### src/rtl/spi_master_burst.sv
// Burst-capable SPI mode-3 master with per-word streaming handshakes and multiple chip selects.
// Define SPI_CS_GAP_EN to hold cs_n high for CS_GAP clk cycles after each frame before returning to IDLE.
module spi_master_burst #(
  parameter int CLK_HZ    = 50_000_000,
  parameter int SPI_CLK   = 5_000_000,
  parameter int ADDR_W    = 7,
  parameter int DATA_W    = 8,
  parameter int MAX_BURST = 16,
  parameter int NUM_CS    = 1,
  parameter int CS_GAP    = 8
) (
  input  logic                                         clk,
  input  logic                                         rst,
  input  logic                                         enable,
  input  logic                                         start,
  input  logic                                         rw,
  input  logic [((NUM_CS > 1) ? $clog2(NUM_CS) : 1)-1:0] cs_sel,
  input  logic [ADDR_W-1:0]                            reg_addr,
  input  logic [$clog2(MAX_BURST+1)-1:0]               burst_len,
  input  logic [DATA_W-1:0]                            tx_data,
  output logic                                         tx_ready,
  output logic [DATA_W-1:0]                            rx_data,
  output logic                                         rx_valid,
  output logic                                         busy,
  output logic                                         done,
  output logic                                         sclk,
  output logic                                         mosi,
  input  logic                                         miso,
  output logic [NUM_CS-1:0]                            cs_n
);

  localparam int CSW     = (NUM_CS > 1) ? $clog2(NUM_CS) : 1;
  localparam int LW      = $clog2(MAX_BURST + 1);
  localparam int DIV     = CLK_HZ / (2 * SPI_CLK);
  localparam int CNT_MAX = (DIV > CS_GAP) ? DIV : CS_GAP;
  localparam int CW      = $clog2(CNT_MAX + 1);
  localparam int HW      = $clog2(ADDR_W + 2);
  localparam int DW      = $clog2(DATA_W + 1);

  localparam logic [CW-1:0] DIV_LAST  = CW'(DIV - 1);
  localparam logic [DW-1:0] DBIT_LAST = DW'(DATA_W - 1);
  localparam logic [HW-1:0] HDR_DATA  = HW'(ADDR_W + 1);
`ifdef SPI_CS_GAP_EN
  localparam logic [CW-1:0] GAP_LAST  = CW'(CS_GAP - 1);
`endif

  typedef enum logic [2:0] {IDLE, SETUP, SHIFT, HOLD, GAP} state_t;

  state_t            state;
  logic [CW-1:0]     cnt;
  logic              sclk_hi;
  logic [HW-1:0]     hdr_cnt;
  logic [DW-1:0]     dbit;
  logic [LW-1:0]     word;
  logic [LW-1:0]     last_word;
  logic              rw_q;
  logic [ADDR_W-1:0] addr_sh;
  logic [DATA_W-1:0] tx_sh;
  logic [DATA_W-2:0] rx_sh;
  logic [DATA_W-1:0] rx_next;
  logic              in_data;

  // Header is the R/W bit plus ADDR_W address bits; hdr_cnt parks at ADDR_W+1 once data starts.
  assign in_data = (hdr_cnt == HDR_DATA);
  assign rx_next = {rx_sh, miso};

  function automatic logic [LW-1:0] last_word_of(input logic [LW-1:0] len);
    if (len == '0)
      return '0;
    else if (len > LW'(MAX_BURST))
      return LW'(MAX_BURST - 1);
    else
      return len - 1'b1;
  endfunction

  function automatic logic [NUM_CS-1:0] cs_decode(input logic [CSW-1:0] sel);
    return ~(NUM_CS'(1) << sel);
  endfunction

  always_ff @(posedge clk) begin
    if (rst) begin
      state     <= IDLE;
      cnt       <= '0;
      sclk_hi   <= 1'b0;
      hdr_cnt   <= '0;
      dbit      <= '0;
      word      <= '0;
      last_word <= '0;
      rw_q      <= 1'b0;
      rx_data   <= '0;
      rx_valid  <= 1'b0;
      tx_ready  <= 1'b0;
      busy      <= 1'b0;
      done      <= 1'b0;
      sclk      <= 1'b1;
      mosi      <= 1'b1;
      cs_n      <= '1;
    end else begin
      done     <= 1'b0;
      rx_valid <= 1'b0;
      tx_ready <= 1'b0;
      if (state != IDLE && !enable) begin
        state <= IDLE;
        cs_n  <= '1;
        sclk  <= 1'b1;
        mosi  <= 1'b1;
        busy  <= 1'b0;
      end else begin
        case (state)
          IDLE: begin
            busy <= 1'b0;
            if (start && enable) begin
              state     <= SETUP;
              busy      <= 1'b1;
              cnt       <= '0;
              sclk_hi   <= 1'b0;
              hdr_cnt   <= '0;
              dbit      <= '0;
              word      <= '0;
              last_word <= last_word_of(burst_len);
              rw_q      <= rw;
              addr_sh   <= reg_addr;
              tx_sh     <= tx_data;
              cs_n      <= cs_decode(cs_sel);
              mosi      <= rw;
              sclk      <= 1'b1;
            end
          end
          SETUP: begin
            if (cnt == DIV_LAST) begin
              cnt   <= '0;
              state <= SHIFT;
              sclk  <= 1'b0;
            end else begin
              cnt <= cnt + 1'b1;
            end
          end
          SHIFT: begin
            // tx_ready is visible for exactly one cycle; the word offered then feeds the next falling edge.
            if (tx_ready)
              tx_sh <= tx_data;
            if (cnt != DIV_LAST) begin
              cnt <= cnt + 1'b1;
            end else begin
              cnt <= '0;
              if (!sclk_hi) begin
                sclk    <= 1'b1;
                sclk_hi <= 1'b1;
                if (in_data) begin
                  rx_sh <= rx_next[DATA_W-2:0];
                  if (dbit == DBIT_LAST) begin
                    if (rw_q) begin
                      rx_data  <= rx_next;
                      rx_valid <= 1'b1;
                    end else if (word != last_word) begin
                      tx_ready <= 1'b1;
                    end
                  end
                end
              end else begin
                sclk_hi <= 1'b0;
                if (in_data && dbit == DBIT_LAST && word == last_word) begin
                  state <= HOLD;
                end else begin
                  sclk <= 1'b0;
                  if (!in_data)
                    hdr_cnt <= hdr_cnt + 1'b1;
                  else if (dbit == DBIT_LAST) begin
                    dbit <= '0;
                    word <= word + 1'b1;
                  end else
                    dbit <= dbit + 1'b1;
                  if (hdr_cnt < HW'(ADDR_W)) begin
                    mosi    <= addr_sh[ADDR_W-1];
                    addr_sh <= addr_sh << 1;
                  end else if (rw_q) begin
                    mosi <= 1'b0;
                  end else begin
                    mosi  <= tx_sh[DATA_W-1];
                    tx_sh <= tx_sh << 1;
                  end
                end
              end
            end
          end
          HOLD: begin
            if (cnt == DIV_LAST) begin
              cnt  <= '0;
              cs_n <= '1;
              done <= 1'b1;
`ifdef SPI_CS_GAP_EN
              state <= GAP;
`else
              state <= IDLE;
`endif
            end else begin
              cnt <= cnt + 1'b1;
            end
          end
`ifdef SPI_CS_GAP_EN
          GAP: begin
            if (cnt == GAP_LAST) begin
              cnt   <= '0;
              state <= IDLE;
            end else begin
              cnt <= cnt + 1'b1;
            end
          end
`endif
          default: state <= IDLE;
        endcase
      end
    end
  end

endmodule

### config.mk
export PLATFORM = sky130hd
export DESIGN_NAME = spi_master_burst
export DESIGN_NICKNAME = d
export VERILOG_FILES = /design/src/rtl/spi_master_burst.sv
export SDC_FILE = /design/constraint.sdc
export NUM_CORES = 1
export LEC_CHECK = 0
export CORE_MARGIN = 1
export CORE_UTILIZATION = 60
export DETAILED_ROUTE_END_ITERATION = 12
export GPL_ROUTABILITY_DRIVEN = 0
export PLACE_DENSITY = 0.85
export SKIP_CTS_REPAIR_TIMING = 1
export SYNTH_ARGS = -nofsm -noshare
export SYNTH_HDL_FRONTEND = slang
export SYNTH_SLANG_ARGS = --single-unit
### constraint.sdc
create_clock -name clk -period 4.5 [get_ports clk]
set_input_delay 0.45 -clock clk [delete_from_list [all_inputs] [get_ports clk]]
set_output_delay 0.45 -clock clk [all_outputs]
set_load 0.01 [all_outputs]
; After elaboration in Yosys (flattened, before gate mapping)
; Cells that the tools add are included.
[word_totals]
register_bits = 64
inputBits = 27
word_cells = 157
[classes]
addsub = 5
reduce_logical = 31
n_shift = 1
n_lt_le_gt_ge = 2
n_bitwise = 9
mux = 69
eq_ne = 21
[ops]
columns = operator, count
row1 = $mux 8, 7
row2 = $mux 4, 12
row3 = $mux 5, 8
row4 = $mux 7, 5
row5 = $ne 2x2->1 const B, 11
row6 = $reduce_and 7->1, 3
row7 = $mux 1, 20
row8 = $mux 3, 6
row9 = $pmux 4 s2, 2
row10 = $pmux 8 s2, 1
row11 = $reduce_and 8->1, 2
row12 = $pmux 7 s2, 1
row13 = $add 4x1->4 const B, 3
row14 = $pmux 3 s4, 1
row15 = $pmux 4 s3, 1
row16 = $reduce_and 6->1, 2
row17 = $pmux 5 s2, 1
row18 = $reduce_and 5->1, 2
row19 = $not 1->1, 9
row20 = $reduce_and 3->1, 3
row21 = $reduce_bool 3->1, 3
row22 = $eq 4x3->1 const B, 2
row23 = $reduce_and 4->1, 2
row24 = $reduce_or 8->1, 1
row25 = 22 further kinds, 30

; Depth between registers and ports, before layout
; Gate-level depths: netlist of run 1.
[logic_depth]
word_depth = 7
mapped_depth = 9

; Least setup slack after synthesis of run 1
; No wires, ideal clock.
[synth_path]
path_kind = reg2reg
from = register state[0]
to = register tx_sh[0], enable pin
period_less_slack_ns = 2.094
path_buffers = 1
stages_incl_launch_ff = 6
required_time_ns = 4.117
path_slack_ns = 2.406
setup_ns = 0.383
t_arrival_ns = 1.710
cell_sequence = dfxtp_1 inv_1 ha_1 clkbuf_1 a21boi_1 nor3_1
[synth_via]
elab_chain_len = 4
[synth_lines]
columns = element, line
row1 = from (decl), 49  ; state_t state;
row2 = from (signal assigned), 82  ; state <= IDLE;
row3 = from (signal assigned), 103  ; state <= IDLE;
row4 = from (signal assigned), 113  ; state <= SETUP;
row5 = "parallel branches: the longest is 3 deep, another holds $eq 3x2->1", --
row6 = $reduce_and 4->1 (no source line) (*), --
row7 = to (signal assigned), 123  ; tx_sh <= tx_data;
row8 = to (signal assigned), 141  ; tx_sh <= tx_data;
row9 = to (signal assigned), 180  ; tx_sh <= tx_sh << 1;
row10 = to (decl), 58  ; logic [DATA_W-1:0] tx_sh;
; Mark *: on every way between the ends.
; A chain may end at the register's enable or synchronous reset.

; Final worst setup path of run 1
[layout_path]
from = register state[0]
to = register dbit[0]
[layout_via]
elab_chain_len = 4
[layout_lines]
columns = element, line
row1 = "parallel branches: the longest is 4 deep, another holds $reduce_and 7->1", --
row2 = to (signal assigned), 172  ; dbit <= dbit + 1'b1;
row3 = to (decl), 53  ; logic [DW-1:0] dbit;
; Several ways; the timed one is not identified.

==> results.md, run 1 <==
* CTS max path bufs at 2
* CTS H-tree depth at 3
* FF-to-FF path depth at 7
* CP Capture Type: flip-flop
* Yosys reg bits at 63
* Slew @ Worst Pin at between 1 and 1.5 ns
* Wire per inst at 15.2 um
* Slew Limit Fails at 0
* Maximum vdd drop at 0.231 mV
* Overall routing resource usage at roughly a quarter
* Most frequent cells in the layout: nor2_1, dfxtp_1, clkdlybuf4s50_1, nand2_1, a21oi_1
* Fin Hold WS at between 0.4 and 0.5 ns
* Num CTS Buffers at 9
* Crit-path cells: inv_1, ha_1, nand4b_1, or2_1, o311ai_1, a21oi_1, o32ai_1
* Initial antenna violation count at 0
* Top_reg_cell synth: dfxtp_1
* Die Wd at approximately 76 um
* ANT cells at 0
* Min-Delay Path Class: reg2reg
* Global-route wire length before repair at between 10,000 and 15,000 um
* Share of cells above drive strength 1 at 8.35%
* Routed Antenna Nets at 0
* Commonest non-fill, non-tap cell in the layout: nor2_1
* Worst r2r src: state[0]
* Clock Sinks at 63
* RR Endpoint: dbit[0]
* Max Cap Viol at 0
* Cells after Synth at ~350
* PD cells at about 410 mW/mm^2
* Vias at approximately 2.9k
* Gate power share at 25.7%
* Crit-path max FO at 28
* WL final at 7070 um
* Sw frac at 31.8%
* CP bufs+invs at 1
* Yosys warnings at 0
* Worst path depth at 7
* Sequential share of power at around two fifths
* Fmax at ~0.34 GHz
* Final setup skew at 0.0115 ns
* EDFF count, synth at 22
* NetSw at 0.000523 W
* Port bufs at roughly 40
* RSZ-0062 raised after global routing: false
* Relative slew slack at between 30% and 40%
* Vias in the first global route at around 2.7k
* Crit share post-route at 65.4%
* Crit path to: dbit[0]
* Layout Area Growth over Synthesis at 19.4%
* Final min period at around 3 ns
* Starting Density at 63.7%
* Congestion Overflow GR at 0
* Status: finished clean
* R2R Setup Slk at approximately 1.6 ns
* CORE AREA at 0.00520 sq mm
* Nets@finish at ~430
* Mapped Avg Cell Area at 9.37 sq um
* Worst-path clk slew at about 0.080 ns
* Total power at about 0.0016 W
* Post-DP HPWL at around 5000 um
* Largest net degree at the start of global routing at 30
* IO Count at 42
* Core Util, Final at ~76%
* Fillers at ~350
* Share of flip-flops with an asynchronous set or reset at 0%
* Final Setup Violations at 0
* Reg area at roughly 0.0015 sq mm
* Vias/cell at 6.16
* Critical Path Start Type: flip-flop
* Sequential fraction of the synthesis area at 44.7%
* DR pass1 iterations at 5
* Clock power frac at around 32%
* Hold Startpoint: rx_sh[1]
* CTS tree: built
* # DRC at 0
* Crit path max-delay family: compound AO/OA/AOI/OAI gates
* Final-report hold violation count at 0
* Die Y at between 70 and 80 um
* Syn Std Cell Area at 0.00332 sq mm
* Internal power at 0.00112 W
* Row count at 26
* Iteration-0 DRC Markers at 308
* Worst EP arrival at approximately 3.2 ns
* Setup TNS at 0 ns
* CP startpoint: state[0]
* Die area at between 0.005 and 0.006 sq mm
* WHS Path Cells at 0
* P_leak at 1.43 nW
* WS Path Type: reg2reg
* Slowest stage delay, CP at between 0.8 and 0.9 ns
* Worst-Skew Late Latency at ~0.35 ns
* Clk root buf: clkbuf_8
* Distinct cells, synth at between 60 and 70
* Worst path slowest cell: ha_1
* Area of the multi-input gates at ~0.0017 sq mm
* CP required at between 4 and 5 ns
* Net Count, Synth at 393
-- worst min-delay path by stage --
| stage | to | slack, ns |
|---|---|---|
| final | rx_sh[2] | 0.46 |
| after global routing | rx_sh[2] | 0.47 |
| after CTS | rx_sh[2] | 0.45 |
| after detailed placement | rx_sh[1] | 0.44 |
| after global placement | rx_sh[4] | 0.43 |
| after floorplan | rx_sh[1] | 0.43 |
-- power groups by stage --
stage	sequential, W	combinational (W)	clock (W)
after global placement	0.000697	0.000403	0
after detailed placement	0.000701	0.000411	0
final	0.000689	0.000422	0.000531
after global routing	0.000693	0.000467	0.000562
after floorplan	0.000698	0.000292	0
after CTS	0.000688	0.000415	0.000541
-- synth_stat cells (all sizes together), types with 4 or more instances --
cell type	instances	area, sq um
dfxtp	41	821
or2	4	25.0
buf	10	58.8
nor3	11	55.1
edfxtp	22	661
ha	12	150
nor2b	5	31.3
o21ai	15	75.1
nand2b	5	31.3
clkbuf	7	26.3
inv	18	67.6
nand2	26	100
nand3b	7	65.1
nor2	49	184
nand3	8	40.0
a221o	7	70.1
mux2i	9	90.1
or4	4	33.8
mux2	8	90.1
a21oi	24	131
and3	4	25.0
-- registers in the layout (all words and copies together) (netlist names), 4 cells and up --
register and cells:
addr_sh 7, word 5, rx_sh 7, tx_sh 8, cnt 4, dbit 4
last_word 5, rx_data 8, hdr_cnt 4
-- metrics by stage --
stage          cells  area, sq um  setup slack [ns]
4_1_cts          465         3960              1.60
3_3_place_gp     449         3740              1.68
2_1_floorplan    354         3320              2.41
5_1_grt          465         3960              1.30
3_5_place_dp     449         3740              1.62
6_report         465         3960              1.56
-- cell type report --
type,count,area share [%]
clock buffer,10,3.76
tap,70,2.21
clock inverter,6,1.83
inverter,18,1.71
sequential,63,37.4
timing repair buffer,42,10.6
multi-input combinational,256,42.5
-- kinds of logic after synthesis --
| logic type | share of synthesized area [%] |
|---|---|
| AOI/OAI and AO/OA | 18.0 |
| xor gates and xnor gates | 1.32 |
| adders and majority gates | 4.83 |
| buffers and inverters | 4.60 |
| DFF | 44.7 |
| muxes | 5.43 |
| and+or+nand+nor | 21.1 |
-- worst reg2reg max path: stages (launching register included) --
cell and delay, ns:
dfxtp_1 0.35, inv_1 0.10, ha_1 0.84, nand4b_1 0.37, or2_1 0.33, o311ai_1 0.49, a21oi_1 0.12, o32ai_1 0.26
-- routing by layer --
metal	vias to the layer above	GRT usage (%)	share of wire, %
met5	-	0	0
met1	1331	34.1	45
met3	36	4.91	5.6
met2	126	41.2	46
li1	1371	-	-
met4	0	14.4	3.4
(Power assumes the default switching activity.)
==> run 2, diff against run 1 <==
--- a/config.mk
+++ b/config.mk
@@ -6,10 +6,10 @@
 export NUM_CORES = 1
 export LEC_CHECK = 0
 export CORE_MARGIN = 1
-export CORE_UTILIZATION = 60
+export CORE_UTILIZATION = 55
 export DETAILED_ROUTE_END_ITERATION = 12
 export GPL_ROUTABILITY_DRIVEN = 0
-export PLACE_DENSITY = 0.85
+export PLACE_DENSITY = 0.79
 export SKIP_CTS_REPAIR_TIMING = 1
 export SYNTH_ARGS = -nofsm -noshare
 export SYNTH_HDL_FRONTEND = slang
==> constraint.sdc (replaced) <==
create_clock -name clk -period 2.8 [get_ports clk]
set_input_delay 0.28 -clock clk [delete_from_list [all_inputs] [get_ports clk]]
set_output_delay 0.28 -clock clk [all_outputs]
set_load 0.01 [all_outputs]
==> run 2 against run 1 <==
  * Maximum frequency rose by 20%
  * Cell count rose by 1.7%
  * Via count fell by 4.4%
  * Critical path type unchanged
  * Largest cell class unchanged
  * Sequential power rose by 61%
==> results.md, run 2 (synthesis gave the netlist of run 1 again) <==
* CP required at a little over 3 ns
* Fillers at 425
* Reg area at approximately 0.0015 sq mm
* Final setup skew at ~0.0065 ns
* Relative slew slack at between 20% and 30%
* Clk root buf: clkbuf_8
* IO Count at between 40 and 50
* Final Setup Violations at 0
* Final min period at around 2.4 ns
* Min-Delay Path Class: reg2reg
* CP bufs+invs at 1
* Fin Hold WS at between 0.4 and 0.5 ns
* FF-to-FF path depth at 7
* Fmax at 0.408 GHz
* Max Cap Viol at 0
* Maximum vdd drop at ~0.49 mV
* Layout Area Growth over Synthesis at 20.0%
* Row count at 27
* Gate power share at approximately 27%
* Overall routing resource usage at 25.0%
* PD cells at 646 mW/mm^2
* Vias/cell at a little under 6
* # DRC at 0
* CTS tree: built
* ANT cells at 0
* Sequential share of power at between 40% and 50%
* WHS Endpoint: rx_sh[5]
* RR Endpoint: word[3]
* Worst EP arrival at roughly 2.7 ns
* P_leak at approximately 1.4 nW
* Crit path max-delay family: compound AO/OA/AOI/OAI gates
* Share of cells above drive strength 1 at 9.23%
* Crit-path cells: inv_1, ha_1, nand2_1, or3_1, a221oi_1, a21oi_1, a22o_1
* Pre-CTS setup slack at ~0.36 ns
* Clock power frac at around 30%
* Commonest non-fill, non-tap cell in the layout: nor2_1
* Hold Startpoint: rx_sh[4]
* Final Cell Area at 0.00398 sq mm
* Die Wd at around 80 um
* WL final at approximately 7300 um
* Dpl cell area at 0.00378 sq mm
* Slew @ Worst Pin at about 1.2 ns
* Worst r2r src: state[0]
* Area of the multi-input gates at 0.00168 sq mm
* Die Y at between 70 and 80 um
* Critical Path Start Type: flip-flop
* Starting Density at around three fifths
* Worst-Skew Late Latency at approximately 0.34 ns
* NetSw at about 0.00080 W
* Final worst setup slack at roughly 0.35 ns
* RSZ-0062 raised after global routing: false
* CTS H-tree depth at 3
* Core Util, Final at just over 70%
* Post-DP HPWL at 5250 um
* Largest net degree at the start of global routing at 40
* Num CTS Buffers at 9
* Internal power at 0.00177 W
* Status: finished clean
* WHS Path Cells at 0
* DR pass1 iterations at 4
* Crit share post-route at between 80% and 90%
* CTS max path bufs at 2
* Worst-path clk slew at around 0.070 ns
* Iteration-0 DRC Markers at about 210
* Sw frac at between 30% and 40%
* Die area at 0.00634 sq mm
* Clock Sinks at 63
* Initial antenna violation count at 0
* Worst path slowest cell: a221oi_1
* CP Capture Type: flip-flop
* CORE AREA at approximately 0.0056 sq mm
* Crit-path max FO at 13
* Port bufs at 41
* Biggest regs: rx_data (8), tx_sh (8)
* Routed Antenna Nets at 0
* Congestion Overflow GR at 0
* Wire per inst at about 15 um
* Setup TNS at 0 ns
* Slew Limit Fails at 0
* Global-route wire length before repair at between 10,000 and 15,000 um
* Vias in the first global route at 2,661
* Vias at approximately 2.7k
* Most frequent cells in the layout: nor2_1, dfxtp_1, clkdlybuf4s50_1, nand2_1, a21oi_1
* Slowest stage delay, CP at slightly above 0.5 ns
* Nets@finish at 435
* R2R Setup Slk at 0.35 ns
* Final-report hold violation count at 0
* WS Path Type: reg2reg
==> run 2: cell types whose count changed in the layout (fill, tap and decap cells not counted) <==
cell and change:
buf_4 +6, bufinv_16 -1, clkbuf_1 +2, clkbuf_8 +2, clkinv_2 +1, clkinv_4 -1
inv_6 -3
==> run 2: worst reg2reg max path, stage by stage (launching register included) <==
cell and delay (ns):
dfxtp_1 0.36, inv_1 0.11, ha_1 0.44, nand2_1 0.14, or3_1 0.42, a221oi_1 0.51
a21oi_1 0.13, a22o_1 0.24
==> run 2: power by group through the flow <==
stage	clock network [W]	registers [W]	logic (W)
finish	0.000765	0.00111	0.000698
global route	0.000816	0.00112	0.000771
CTS	0.000776	0.00111	0.000695
detailed placement	0	0.00113	0.000692
global placement	0	0.00112	0.000676
floorplan	0	0.00112	0.000468
==> run 2: final cells by class <==
cell class                 count  area share (%)
multi-input combinational    256            42.3
sequential                    63            37.2
timing repair buffer          48            11.6
clock buffer                  14            4.62
tap                           72            2.26
inverter                      18            1.70
clock inverter                 2           0.314
==> run 2: layer usage <==
layer | global-route usage [%] | share of wire, % | up-vias
li1 | - | - | 1377
met1 | 30.7 | 44 | 1265
met2 | 41.6 | 49 | 82
met3 | 5.71 | 5.2 | 15
met4 | 11.3 | 1.8 | 0
met5 | 0 | 0 | -
==> run 2: worst max path at each step <==
| stage | depth (start not counted) | slack (ns) | startpoint | end |
|---|---|---|---|---|
| 2_1_floorplan | 5 | 0.71 | state[0] | tx_sh[0] |
| 3_3_place_gp | 3 | 0.48 | enable | tx_sh[6] |
| 3_5_place_dp | 3 | 0.36 | enable | tx_sh[6] |
| 4_1_cts | 4 | 0.38 | state[0] | tx_sh[1] |
| 5_1_grt | 4 | 0.14 | state[0] | tx_sh[1] |
| 6_report | 7 | 0.35 | state[0] | word[3] |
==> run 2: per-stage QoR <==
step | total power [W] | std cells
final | 0.00257 | 473
after global routing | 0.00270 | 473
after CTS | 0.00258 | 473
after detailed placement | 0.00182 | 457
after global placement | 0.00180 | 457
after floorplan | 0.00159 | 354
